File: src/rtl/cmp_pipe_unit.sv
// Two-stage pipelined magnitude comparator: stage 1 captures operands and mode,
// stage 2 registers a one-hot G/L/E result, a change flag and saturating per-outcome counters.
module cmp_pipe_unit #(
    parameter int WIDTH = 8,
    parameter int CNT_W = 8
) (
    input  logic             clk,
    input  logic             rst,
    input  logic             en,
    input  logic             in_valid,
    input  logic             signed_mode,
    input  logic [WIDTH-1:0] A,
    input  logic [WIDTH-1:0] B,
    input  logic             clr_cnt,
    output logic             out_valid,
    output logic             G,
    output logic             L,
    output logic             E,
    output logic             changed,
    output logic [CNT_W-1:0] g_cnt,
    output logic [CNT_W-1:0] l_cnt,
    output logic [CNT_W-1:0] e_cnt
);

    // Handshake: in_valid qualifies A/B/signed_mode on any edge with en=1; there is
    // no ready, every offered pair is taken. out_valid is a one-cycle pulse that
    // qualifies G/L/E/changed two edges later; the consumer cannot stall it.

    logic [WIDTH-1:0] a_q;
    logic [WIDTH-1:0] b_q;
    logic             mode_q;
    logic             s1_valid;

    always_ff @(posedge clk or posedge rst) begin
        if (rst) begin
            a_q      <= '0;
            b_q      <= '0;
            mode_q   <= 1'b0;
            s1_valid <= 1'b0;
        end else begin
            s1_valid <= en & in_valid;
            if (en && in_valid) begin
                a_q    <= A;
                b_q    <= B;
                mode_q <= signed_mode;
            end
        end
    end

    // Flipping the MSB maps two's complement order onto unsigned order.
    logic [WIDTH-1:0] msb_flip;
    logic [WIDTH-1:0] a_key;
    logic [WIDTH-1:0] b_key;
    logic             gt;
    logic             lt;
    logic             eq;
    logic [2:0]       new_res;

    always_comb begin
        msb_flip = '0;
        msb_flip[WIDTH-1] = mode_q;
        a_key   = a_q ^ msb_flip;
        b_key   = b_q ^ msb_flip;
        gt      = a_key > b_key;
        lt      = a_key < b_key;
        eq      = ~gt & ~lt;
        new_res = {gt, lt, eq};
    end

    // G/L/E double as the result history: all-zero means "no previous result",
    // so the first result after reset or disable always reports changed.
    always_ff @(posedge clk or posedge rst) begin
        if (rst) begin
            out_valid <= 1'b0;
            G         <= 1'b0;
            L         <= 1'b0;
            E         <= 1'b0;
            changed   <= 1'b0;
        end else if (!en) begin
            out_valid <= 1'b0;
            G         <= 1'b0;
            L         <= 1'b0;
            E         <= 1'b0;
            changed   <= 1'b0;
        end else if (s1_valid) begin
            out_valid   <= 1'b1;
            {G, L, E}   <= new_res;
            changed     <= (new_res != {G, L, E});
        end else begin
            out_valid <= 1'b0;
            changed   <= 1'b0;
        end
    end

    logic count_now;
    assign count_now = en & s1_valid;

    always_ff @(posedge clk or posedge rst) begin
        if (rst) begin
            g_cnt <= '0;
            l_cnt <= '0;
            e_cnt <= '0;
        end else if (clr_cnt) begin
            g_cnt <= '0;
            l_cnt <= '0;
            e_cnt <= '0;
        end else if (count_now) begin
            if (gt && (g_cnt != '1)) g_cnt <= g_cnt + CNT_W'(1);
            if (lt && (l_cnt != '1)) l_cnt <= l_cnt + CNT_W'(1);
            if (eq && (e_cnt != '1)) e_cnt <= e_cnt + CNT_W'(1);
        end
    end

endmodule
File: config.mk
export PLATFORM = sky130hd
export DESIGN_NAME = cmp_pipe_unit
export DESIGN_NICKNAME = d
export VERILOG_FILES = /design/src/rtl/cmp_pipe_unit.sv
export SDC_FILE = /design/constraint.sdc
export NUM_CORES = 1
export LEC_CHECK = 0
export CAP_MARGIN = 25
export CORE_ASPECT_RATIO = 0.7
export CORE_MARGIN = 3
export CORE_UTILIZATION = 45
export CTS_BUF_LIST = sky130_fd_sc_hd__clkbuf_8
export DETAILED_ROUTE_END_ITERATION = 10
export PLACE_DENSITY = 0.81
export SETUP_SLACK_MARGIN = 0.02
export SLEW_MARGIN = 5
export SYNTH_ARGS = -nofsm -noshare
export SYNTH_HDL_FRONTEND = slang
export SYNTH_SLANG_ARGS = --single-unit
File: constraint.sdc
create_clock -name clk -period 3.25 [get_ports clk]
set_input_delay 0.65 -clock clk [delete_from_list [all_inputs] [get_ports clk]]
set_output_delay 0.65 -clock clk [all_outputs]
set_load 0.02 [all_outputs]
==> reports/qor.yml <==
finish:
  drive_above_1_share_pct: 9.35
  antenna_cells: 0
  final_cell_mix: "clkdlybuf4s50_1, dfrtp_1, nor2_1"
  nets: 310
  final_common_cell: "clkdlybuf4s50_1"
  syn_to_final_growth_pct: 30.2
  fill_cells: 418
global_route:
  grt_pass1_vias: 1776
  grt_max_degree: 48
  grt_pass1_wl_um: 8200
  track_usage_pct: 16.9
  grt-ovfl-total: 0
  antenna_found_initial: 0
logic_synthesis:
  synth_area_um2: 2330
  syn_avg_cell_area_um2: 10.4
  synth_cells: 224
  synth_nets: 257
  synth_seq_area_share_pct: 50.6
  ys_seq_elements: 47
  synth-main-ff-cell: "dfrtp_1"
  synth_edf_count: 0
  yosysUniqueCellTypes: 33
  synth-async-reset-ratio_pct: 100
  yosys_warnings: 0
clock_network:
  numCtsBuffers: 5
  cts_tree: "built"
  cts_resized: 0
  cts-root-buf: "clkbuf_8"
  htree_num_levels: 2
  ctsLongestPathBuffers: 2
  clock_sinks: 47
  clk_pin_slew_ns: 0.09
  cts_hold_buf: 0
  cts_setup_buffers: 0
  clock_latency_ns: 0.30
job:
  max_cap_viol_count: 0
timing:
  max_slew_margin_pct: 41.5
  period_share_pct: 80.8
  period_needed_ns: 2.63
  finalHoldViolations: 0
  rsz0062_at_grt: "no"
  finClkSkew_ns: 0.00736
  slew_viol_final: 0
  finalSetupViolCount: 0
  fmax_ghz: 0.381
  finalSetupTns_ns: 0
  max_slew.worst_pin.slew_ns: 0.874
power_and_ir_drop:
  total_power_uw: 1340
  power_density_nw_per_um2: 441
  p_leak_uw: 0.00128
  peakVddDrop_uv: 290
detailed_routing:
  drc: 0
  antenna_left: 0
  drt-met1-wl_um: 2380
  wirelength_um: 4790
  met3_length_um: 203
  highest_layer: "met4"
  wl_met2_um: 2190
  vias_per_cell: 5.20
  first_pass_iters: 4
  vias: 1805
  avgRoutedWirePerCell_um: 13.8
  drtIter0Drc: 97
worst_setup_path:
  cp_data_arrival_time_ns: 2.83
  worstPathRequired_ns: 3.45
  cp-start-kind: "register"
  path_class: "reg2reg"
  endpoint_kind: "register"
  critPathMaxFanout: 14
floorplan:
  core_um2: 4890
  dieArea_um2: 6080
  core.rowCount: 21
  die_width_um: 91.9
  num_io_pins: 51
  start_util_pct: 47.6
  die_y_um: 66.2
placement:
  gp_congestion: 0.835
  hpwl_um: 3610
  portBuffers: 50
run_status:
  run_status: "finished, final reports clean"
min_path:
  worstHoldPathType: "reg2reg"
==> routing by layer <==
| metal | track usage [%] | vias to the layer above |
|---|---|---|
| met5 | 0 | - |
| met4 | 3.52 | 0 |
| met3 | 4.10 | 2 |
| met2 | 27.1 | 38 |
| met1 | 23.7 | 875 |
| li1 | - | 890 |
==> state kept, by name, summed over array words and instances (netlist names) <==
signal and count:
a_q 8, b_q 8, e_cnt 8, g_cnt 8
l_cnt 8, E 1, G 1, L 1
changed 1, mode_q 1, out_valid 1, s1_valid 1
==> cells in the mapped netlist, types with 2 or more instances <==
master / number / area share (%)
xnor2_1: 9 / 3.4
nand3_1: 9 / 1.9
nand2_1: 16 / 2.6
a21oi_1: 14 / 3.0
nor2_1: 19 / 3.1
o21a_1: 2 / 0.65
nor3_1: 3 / 0.65
nand4_1: 6 / 1.6
inv_1: 12 / 1.9
o21ai_0: 17 / 3.7
xor2_1: 6 / 2.3
ha_1: 11 / 5.9
or3_1: 8 / 2.2
nor2b_1: 4 / 1.1
nor4_1: 2 / 0.54
and3_1: 4 / 1.1
mux2_2: 10 / 4.8
a31oi_1: 4 / 1.1
dfrtp_1: 47 / 51
mux2i_1: 4 / 1.7
clkbuf_1: 5 / 0.81
==> stage by stage <==
step | instances | setup slack (ns) | util [%] | area, µm² | hold slack (ns)
finish | 347 | 0.624 | 62.0 | 3030 | 0.520
CTS | 346 | 0.648 | 61.6 | 3010 | 0.523
global placement | 338 | 0.615 | 59.3 | 2900 | 0.498
global route | 347 | 0.351 | 62.0 | 3030 | 0.533
detailed placement | 338 | 0.513 | 59.3 | 2900 | 0.504
floorplan | 224 | 0.980 | - | 2330 | 0.484
==> worst max-delay path, stage by stage, from the launching register on <==
cell and delay (ns):
dfrtp_1 0.42, xor2_1 0.19, ha_1 0.32, nand2_1 0.07, o21ai_0 0.43, o211ai_1 0.46, or3_1 0.48, a21oi_1 0.16
==> kinds of logic after synthesis <==
kind of cell,after synthesis,share of synthesized area (%)
adder cells (fa/ha/maj),11,5.92
flip-flops,47,50.6
multiplexers,14,6.56
AND/OR/NAND/NOR,77,17.3
buffers and inverters,18,2.96
AO/OA/AOI/OAI,42,11.0
XOR/XNOR,15,5.65
==> final cells by class <==
cell class	instances	area [µm²]	area share [%]
clock inverter	3	43.8	1.45
tap	69	86.3	2.85
multi-input combinational	159	1080	35.7
sequential	47	1180	38.8
timing repair buffer	52	528	17.4
inverter	12	45.0	1.49
clock buffer	5	68.8	2.27
==> worst paths after layout <==
path	from	end	slack [ns]	depth (start not counted)
min	b_q[0]	b_q[0]	0.52	1
max	mode_q	g_cnt[5]	0.62	7
min reg2reg	b_q[0]	b_q[0]	0.52	1
max reg2reg	mode_q	g_cnt[5]	0.62	7
min in group asynchronous	rst	e_cnt[2]	0.59	2
max in group asynchronous	rst	g_cnt[3]	2.20	3
==> power by group <==
part / internal [µW] / switching (µW)
clock network: 229 / 200
logic: 117 / 142
registers: 622 / 25.0
total: 968 / 367
Note: power is estimated with default switching activity, not from simulation.
